`config.mk`:
```
export PLATFORM = sky130hd
export DESIGN_NAME = pmu_quota_regulator
export DESIGN_NICKNAME = d
export VERILOG_FILES = /design/src/rtl/pmu_quota_regulator.sv
export SDC_FILE = /design/constraint.sdc
export NUM_CORES = 1
export LEC_CHECK = 0
export BUFFER_PORTS_ARGS = -buffer_cell sky130_fd_sc_hd__buf_2
export CORE_MARGIN = 2
export CORE_UTILIZATION = 59
export CTS_CLUSTER_SIZE = 12
export DETAILED_ROUTE_END_ITERATION = 10
export MAX_ROUTING_LAYER = met4
export PLACE_DENSITY = 0.92
export SYNTH_ARGS = -nofsm -noshare
export SYNTH_HDL_FRONTEND = slang
export SYNTH_SLANG_ARGS = --single-unit
```
`constraint.sdc`:
```
create_clock -name clk_i -period 6.2 [get_ports clk_i]
set_input_delay 1.24 -clock clk_i [delete_from_list [all_inputs] [get_ports clk_i]]
set_output_delay 1.24 -clock clk_i [all_outputs]
set_load 0.02 [all_outputs]
```
`src/rtl/pmu_quota_regulator.sv`:
```
// Per-core quota regulator: period timer, checker soft-reset, stall handshake, overrun stats.
// Optional stall-cycle statistics output enabled by defining PMU_QUOTA_STALL_CYCLES_EN.
module pmu_quota_regulator #(
  parameter int PERIOD_WIDTH = 32,
  parameter int OVR_WIDTH    = 16,
  parameter int BLANK_CYCLES = 2
) (
  input  logic                    clk_i,
  input  logic                    rst_i,
  input  logic                    enable_i,
  input  logic [PERIOD_WIDTH-1:0] period_i,
  input  logic                    intr_quota_i,
  input  logic                    stall_ack_i,
  input  logic                    clear_stats_i,
  output logic                    softrst_o,
  output logic                    stall_req_o,
  output logic [OVR_WIDTH-1:0]    overrun_cnt_o,
  output logic [PERIOD_WIDTH-1:0] period_cnt_o,
`ifdef PMU_QUOTA_STALL_CYCLES_EN
  output logic [PERIOD_WIDTH-1:0] stall_cycles_o,
`endif
  output logic [2:0]              state_o
);

  localparam int BW = (BLANK_CYCLES < 1) ? 1 : $clog2(BLANK_CYCLES + 1);
  localparam logic [BW-1:0] BLANK_INIT = BW'(BLANK_CYCLES);

  typedef enum logic [2:0] {
    IDLE     = 3'd0,
    REFILL   = 3'd1,
    RUN      = 3'd2,
    THROTTLE = 3'd3,
    RELEASE  = 3'd4
  } state_e;

  state_e                  state_q, state_d;
  logic [PERIOD_WIDTH-1:0] cnt_q, cnt_d;
  logic [BW-1:0]           blank_q, blank_d;
  logic [OVR_WIDTH-1:0]    ovr_q, ovr_d;
  logic                    softrst_q, softrst_d;
  logic                    stall_q, stall_d;
  logic                    ovr_inc;
  logic [PERIOD_WIDTH-1:0] peff_m1;
  logic [PERIOD_WIDTH-1:0] cnt_inc;
  logic                    period_end;
  logic                    intr_valid;

  // Periods shorter than two cycles are floored to two, so the last cycle index is at least 1.
  assign peff_m1    = (period_i < PERIOD_WIDTH'(2)) ? PERIOD_WIDTH'(1) : period_i - PERIOD_WIDTH'(1);
  assign cnt_inc    = cnt_q + PERIOD_WIDTH'(1);
  assign period_end = (cnt_q >= peff_m1);
  assign intr_valid = intr_quota_i && (blank_q == {BW{1'b0}});

  // Next-state, period timer and blanking window.
  always_comb begin
    state_d = state_q;
    cnt_d   = cnt_q;
    blank_d = blank_q;
    ovr_inc = 1'b0;
    case (state_q)
      IDLE: begin
        cnt_d = '0;
        if (enable_i) state_d = REFILL;
        else          state_d = IDLE;
      end
      REFILL: begin
        state_d = RUN;
        cnt_d   = PERIOD_WIDTH'(1);
        blank_d = BLANK_INIT;
      end
      RUN: begin
        if (blank_q != {BW{1'b0}}) blank_d = blank_q - BW'(1);
        else                       blank_d = blank_q;
        if (!enable_i) begin
          state_d = IDLE;
          cnt_d   = '0;
        end else if (period_end) begin
          // A coincident overrun is still recorded, but the refill wins over a stall.
          state_d = REFILL;
          cnt_d   = '0;
          ovr_inc = intr_valid;
        end else if (intr_valid) begin
          state_d = THROTTLE;
          cnt_d   = cnt_inc;
          ovr_inc = 1'b1;
        end else begin
          state_d = RUN;
          cnt_d   = cnt_inc;
        end
      end
      THROTTLE: begin
        if (!enable_i) begin
          state_d = IDLE;
          cnt_d   = '0;
        end else if (period_end) begin
          state_d = RELEASE;
        end else begin
          cnt_d = cnt_inc;
        end
      end
      RELEASE: begin
        // Refill only once the core no longer reports halted; the period stretches meanwhile.
        if (!stall_ack_i) begin
          state_d = REFILL;
          cnt_d   = '0;
        end else if (!enable_i) begin
          state_d = IDLE;
          cnt_d   = '0;
        end else begin
          state_d = RELEASE;
        end
      end
      default: begin
        state_d = IDLE;
        cnt_d   = '0;
      end
    endcase
  end

  // Saturating overrun counter; a clear beats a same-cycle increment.
  always_comb begin
    ovr_d = ovr_q;
    if (clear_stats_i)                        ovr_d = '0;
    else if (ovr_inc && (ovr_q != {OVR_WIDTH{1'b1}})) ovr_d = ovr_q + OVR_WIDTH'(1);
    else                                      ovr_d = ovr_q;
  end

  // Outputs are registered from the next state so they line up with state_o.
  always_comb begin
    softrst_d = (state_d == REFILL);
    stall_d   = (state_d == THROTTLE);
  end

`ifdef PMU_QUOTA_STALL_CYCLES_EN
  logic [PERIOD_WIDTH-1:0] stall_cyc_q, stall_cyc_d;

  // Count cycles in which the core is both asked to stall and reports halted.
  always_comb begin
    stall_cyc_d = stall_cyc_q;
    if (clear_stats_i) stall_cyc_d = '0;
    else if (stall_q && stall_ack_i && (stall_cyc_q != {PERIOD_WIDTH{1'b1}}))
      stall_cyc_d = stall_cyc_q + PERIOD_WIDTH'(1);
    else stall_cyc_d = stall_cyc_q;
  end

  // Stall-cycle statistics register.
  always_ff @(posedge clk_i or posedge rst_i) begin
    if (rst_i) stall_cyc_q <= '0;
    else       stall_cyc_q <= stall_cyc_d;
  end

  assign stall_cycles_o = stall_cyc_q;
`endif

  // State and output registers.
  always_ff @(posedge clk_i or posedge rst_i) begin
    if (rst_i) begin
      state_q   <= IDLE;
      cnt_q     <= '0;
      blank_q   <= '0;
      ovr_q     <= '0;
      softrst_q <= 1'b0;
      stall_q   <= 1'b0;
    end else begin
      state_q   <= state_d;
      cnt_q     <= cnt_d;
      blank_q   <= blank_d;
      ovr_q     <= ovr_d;
      softrst_q <= softrst_d;
      stall_q   <= stall_d;
    end
  end

  assign softrst_o     = softrst_q;
  assign stall_req_o   = stall_q;
  assign overrun_cnt_o = ovr_q;
  assign period_cnt_o  = cnt_q;
  assign state_o       = state_q;

endmodule

```
-- After elaboration in Yosys (flattened, before gate mapping)
Index checks and enable logic that the tools add are counted.
- flip-flop bits (word level): 55
- input bits: 38
- output and inout bits: 53
- logic and storage cells: 56
- add/subtract/negate cells: 4
- order comparisons: 2
- equal/unequal tests: 10
- muxes and demuxes: 25
- reductions and logical operators: 9
- operators by type and width (cell ; number):
    32-bit 2-to-1 mux ; 7
    32-bit one-hot mux with 4 select lines ; 1
    32-bit by 1-bit adder with 32-bit output, second input constant ; 1
    32-bit greater-or-equal comparator ; 1
    32-bit by 2-bit less-than comparator with 1-bit output, second input constant ; 1
    16-bit 2-to-1 mux ; 2
    32-bit by 1-bit subtractor with 32-bit output, second input constant ; 1
    16-bit by 1-bit adder with 16-bit output, second input constant ; 1
    16-bit != test, second input constant ; 1
    3-bit one-hot mux with 5 select lines ; 1
    3-bit 2-to-1 mux ; 4
    3-bit by 2-bit == test with 1-bit output, second input constant ; 3
    3-bit by 1-bit == test with 1-bit output, second input constant ; 2
    1-bit 2-to-1 mux ; 6
    2-bit 2-to-1 mux ; 3
    3-bit != test, second input constant ; 2
    2-bit nonzero test ; 3
    2-bit one-hot mux with 2 select lines ; 1
    2-bit AND reduction ; 2
    3-bit == test, second input constant ; 1
    3-bit logical NOT ; 1
    1-bit logical AND ; 2
    2-bit logical NOT ; 1
    2-bit != test, second input constant ; 1
    2-bit by 1-bit subtractor with 2-bit output, second input constant ; 1

-- Longest topological paths before layout
- depth after elaboration: 9
- depth in mapped cells: 21
- mapped depth without buffers: 16

-- Worst setup path after synthesis
OpenSTA, ideal clock, no wires.
- kind: input to register
- start: input port period_i[7]
- end: register cnt_q[24] (netlist: period_cnt_o[24])
- arrival time: 5.841 ns
- required time: 6.074 ns
- slack: 0.233 ns
- cell stages on the path: 19
- path buffers: 4
- path through: or4_4 or4b_4 or4_1 buf_2 or2_1 buf_2 or4_4 nor3b_2 a21oi_1 ha_1 a21oi_1 nand2_1 a221oi_1 o221a_2 a21oi_1 or2_2 clkbuf_1 buf_1 a221o_1
- cells in the longest elaborated chain, start to end: 6
- ends and longest elaborated chain (element ; RTL line ; RTL):
    start, declared ; 11 ; input logic [PERIOD_WIDTH-1:0] period_i,
    32-bit by 1-bit subtractor with 32-bit output / 32-bit by 2-bit less-than comparator with 1-bit output (equally long branches) ; 49 ; assign peff_m1 = (period_i < PERIOD_WIDTH'(2)) ? PERIOD_WIDTH'(1) : period_i - PERIOD_WIDTH'(1);
    32-bit 2-to-1 mux (*) ; 49 ;
    32-bit greater-or-equal comparator (*) ; 51 ; assign period_end = (cnt_q >= peff_m1);
    32-bit 2-to-1 mux ; 77 ; end else if (period_end) begin
    32-bit 2-to-1 mux ; 74 ; if (!enable_i) begin
    32-bit one-hot mux with 4 select lines ; 60 ; case (state_q)
    end signal, assigned ; 166 ; cnt_q <= cnt_d;
    end, declared ; 37 ; logic [PERIOD_WIDTH-1:0] cnt_q, cnt_d;
Mark *: on every way between the ends. The rest lies on a longest branch, timed or not.
A chain may end at the register's enable or synchronous reset.

-- Worst setup path in the final report
- start: input port period_i[7]
- end: register cnt_q[19] (netlist: period_cnt_o[19])
The elaborated chain is that of the path after synthesis.

==> results.md <==
- Pre-CTS setup slack: -146 ps
- Fin crit share: a little over nine tenths
- Crit path max fanout: 31
- Routed wire length per instance: 15.0 um
- Leakage: between 2 and 3 nW
- Worst-skew pair later-pin latency: 310 ps
- HP Class: reg2reg
- Least-Margin Pin Slew: between 600 and 700 ps
- Layout Nets: about 680
- CP max stage delay: 640 ps
- Std cell rows: 31
- Finished Layout Cells: 702
- Worst VDD drop: 0.000108 V
- Top cell type's share of synthesized area: around a third
- Commonest non-fill, non-tap cell in the layout: buf_2
- Highest-delay cell along the critical path: or4_2
- DIE WIDTH: about 90 um
- Worst R2R Setup Slack: about 2900 ps
- Crit path capture type: flip-flop
- Clock root buffer master: clkbuf_8
- RSZ-0062 raised after global routing: false
- Int Power: between 0.5 and 0.6 mW
- Register Area: between 1000 and 1500 sq um
- DR DRC count: 0
- Final Skew: 10.9 ps
- Syn-to-layout area delta: 15.2%
- Final WS setup: 252 ps
- Fillcell total: 564
- Vias in the first global route: 4002
- Buf/Inv on CP: 2
- HPWL after DPL: around 8.2 mm
- GR Overflow Total: 0
- Worst-path cell chain: buf_2 > or4_4 > or4b_4 > or4_2 > buf_4 > nor2_1 > xor2_1 > nand2_1 > ha_1 > nand4_1 > or4_1 > nor3_1 > o31ai_2 > a21oi_1 > or2_2 > a221o_1
- Initial antenna violation count: 0
- Inserted Clock Buffers: 5
- Post-synth cell types: 50
- Critical Path Source Type: primary input
- Pins over their slew limit: 0
- Number of synthesized flops with an enable pin: 0
- ANT nets after route: 0
- Num Clock Sinks: 55
- Register bit total from synthesis: 55
- Status: complete, no violations
- Seq pwr share: roughly half
- Commonest cells after routing, fill and taps aside: buf_2, nand2_1, dfrtp_1
- Mapped Area: 4330 sq um
- Total Power: 0.832 mW
- Max_slew headroom: 55.1%
- Hold Buf Count CTS: 0
- Die height: 89.6 um
- Share of cells above drive strength 1: 20.6%
- Synth top area cells: dfrtp_1, ha_1, xor2_1
- Initial DRC Count: between 200 and 300
- GRT Resource Usage Total: roughly 28%
- Syn Inst Count: 517
- Final number of setup-violating endpoints: 0
- Input/output buffers: 90
- Sequential area share after synthesis: 31.8%
- Clock share of power: about a quarter
- Required time of the worst setup path: 6450 ps
- Drt total wl: 10.6 mm
- Syn_nets: just under 600
- Vias per cell: 6.01
- Max frequency: ~170 MHz
- Initial core utilization: 60.3%
- CP delay by family, top: simple AND/OR/NAND/NOR gates
- Diodes inserted: 0
- Type of the worst setup path: in2reg
- Placed Cells incl. Taps: a little under 700
- Die area: 8040 sq um
- H-tree level count: 2
- Largest net degree at the start of global routing: between 50 and 60
- Combinational Power Share: 27.5%
- Pwr/cell area: 167 nW/um^2
- DR pass1 iterations: 4
- Via count: 4218
- Synth async-reset ratio: 100%
- Synthesized area per cell: 8.37 sq um
- Ys flop type: dfrtp_1
- First-pass GRT wire length: between 15 and 20 mm
- Net Sw Power: 0.286 mW
- Ports: ~90
- Synth Warn #: 0
- Endpoints failing hold: 0
- Tmin final: 5950 ps
- Multi-input gate area: 2820 sq um
- Max-Cap Viols: 0
- Clk buf depth: 2
- Sw frac: 34.3%
- Core Region: 7180 sq um
- CTS clk-pin slew, worst paths: 100 ps
- CTS tree: yes
- Critical path data arrival time: 6190 ps
- Synth area leader: dfrtp_1
- Placer Congestion: 0.880
==> metrics by stage <==
stage | util [%] | hold slack (ps) | TNS [ps] | area [sq um]
finish | 69.5 | 580 | 0 | 4990
global route | 69.5 | 616 | 0 | 4990
CTS | 69.4 | 579 | 0 | 4980
detailed placement | 68.2 | 557 | -2460 | 4890
global placement | 68.2 | 534 | 0 | 4890
floorplan | - | 518 | 0 | 4330
==> routing by layer <==
metal	up-vias	GRT usage, %	part of all wire, %	wire (um)
met5	-	-	0	0
met3	30	4.57	7.6	806
li1	2065	-	-	-
met1	1953	34.3	41	4340
met4	0	11.4	2.1	221
met2	170	45.3	49	5190
==> flip-flops by register name, summed over array words and instances (netlist names) <==
register	cells
stall_req_o	1
overrun_cnt_o	16
softrst_o	1
period_cnt_o	32
state_o	3
blank_q	2
==> Yosys cell counts (2+ instances only) <==
cell      instances
or4_1             8
dfrtp_1          55
a211oi_1          4
buf_2             2
a22o_1            3
o21a_1            4
nand3_1          22
a21o_1            6
and4_1            5
a211o_1          11
nand2b_1          4
inv_1            13
o21ai_0          15
nand4_1          11
nor2b_1           5
nor2_1           51
o31ai_1           3
xor2_1           30
nor3b_1           6
and3_1           23
clkbuf_1         17
a21oi_1          20
xnor2_1          10
buf_1             3
nor3_1           21
or3_1            13
or4_4             2
or2_2             4
and2_1            7
nand2_1          64
a221o_1          14
nor4_1            7
ha_1             36
or4_2             2
==> logic make-up (layout without fill, tap and decap cells) <==
logic type	after synthesis	in the layout	share of synthesized area, %
and+or+nand+nor	263	263	31.9
xor gates and xnor gates	40	40	8.09
buffers and inverters	35	121	3.09
AOI/OAI and AO/OA	88	88	14.7
adders and majority gates	36	36	10.4
DFF	55	55	31.8
==> worst register-to-register path, cell delays in order, from the launching register on <==
cell       delay, ps
dfrtp_1          500
inv_1             80
ha_1             290
nand2b_1         160
a2111oi_0        510
nor3_1           140
o31ai_2          320
a21oi_1          180
or2_2            560
a221o_1          450
==> final timing paths <==
path / startpoint / to / cells after the start
setup / recovery: period_i[7] / period_cnt_o[19]$_DFFE_PP0P_ / 16
hold / removal: overrun_cnt_o[7]$_DFFE_PP0P_ / overrun_cnt_o[7]$_DFFE_PP0P_ / 2
max in group asynchronous: rst_i / period_cnt_o[17]$_DFFE_PP0P_ / 3
min in group asynchronous: rst_i / period_cnt_o[9]$_DFFE_PP0P_ / 3
hold reg to reg: overrun_cnt_o[7]$_DFFE_PP0P_ / overrun_cnt_o[7]$_DFFE_PP0P_ / 2
setup reg to reg: period_cnt_o[0]$_DFFE_PP0P_ / period_cnt_o[19]$_DFFE_PP0P_ / 9
==> power groups by stage <==
stage	logic [mW]	clock network, mW	registers, mW
after global placement	0.216	0	0.414
after detailed placement	0.228	0	0.414
after global routing	0.258	0.220	0.411
after CTS	0.228	0.200	0.407
after floorplan	0.137	0	0.423
final	0.229	0.196	0.408
==> final cells by class <==
cell class | instances | share of cell area (%)
flip-flops and latches | 55 | 27.6
repair buffers | 100 | 10.5
clock buffers | 5 | 1.38
inverters | 13 | 0.979
multi-input cells | 427 | 56.6
clock inverters | 3 | 0.402
well taps | 99 | 2.48
==> timing repair <==
| item | 4_1_cts | 5_1_grt |
|---|---|---|
| gates resized for setup | 0 | 1 |
| buffers inserted | 0 | 0 |
| endpoints found under the setup margin | 0 | 14 |
Note: power is estimated with default switching activity, not from simulation.
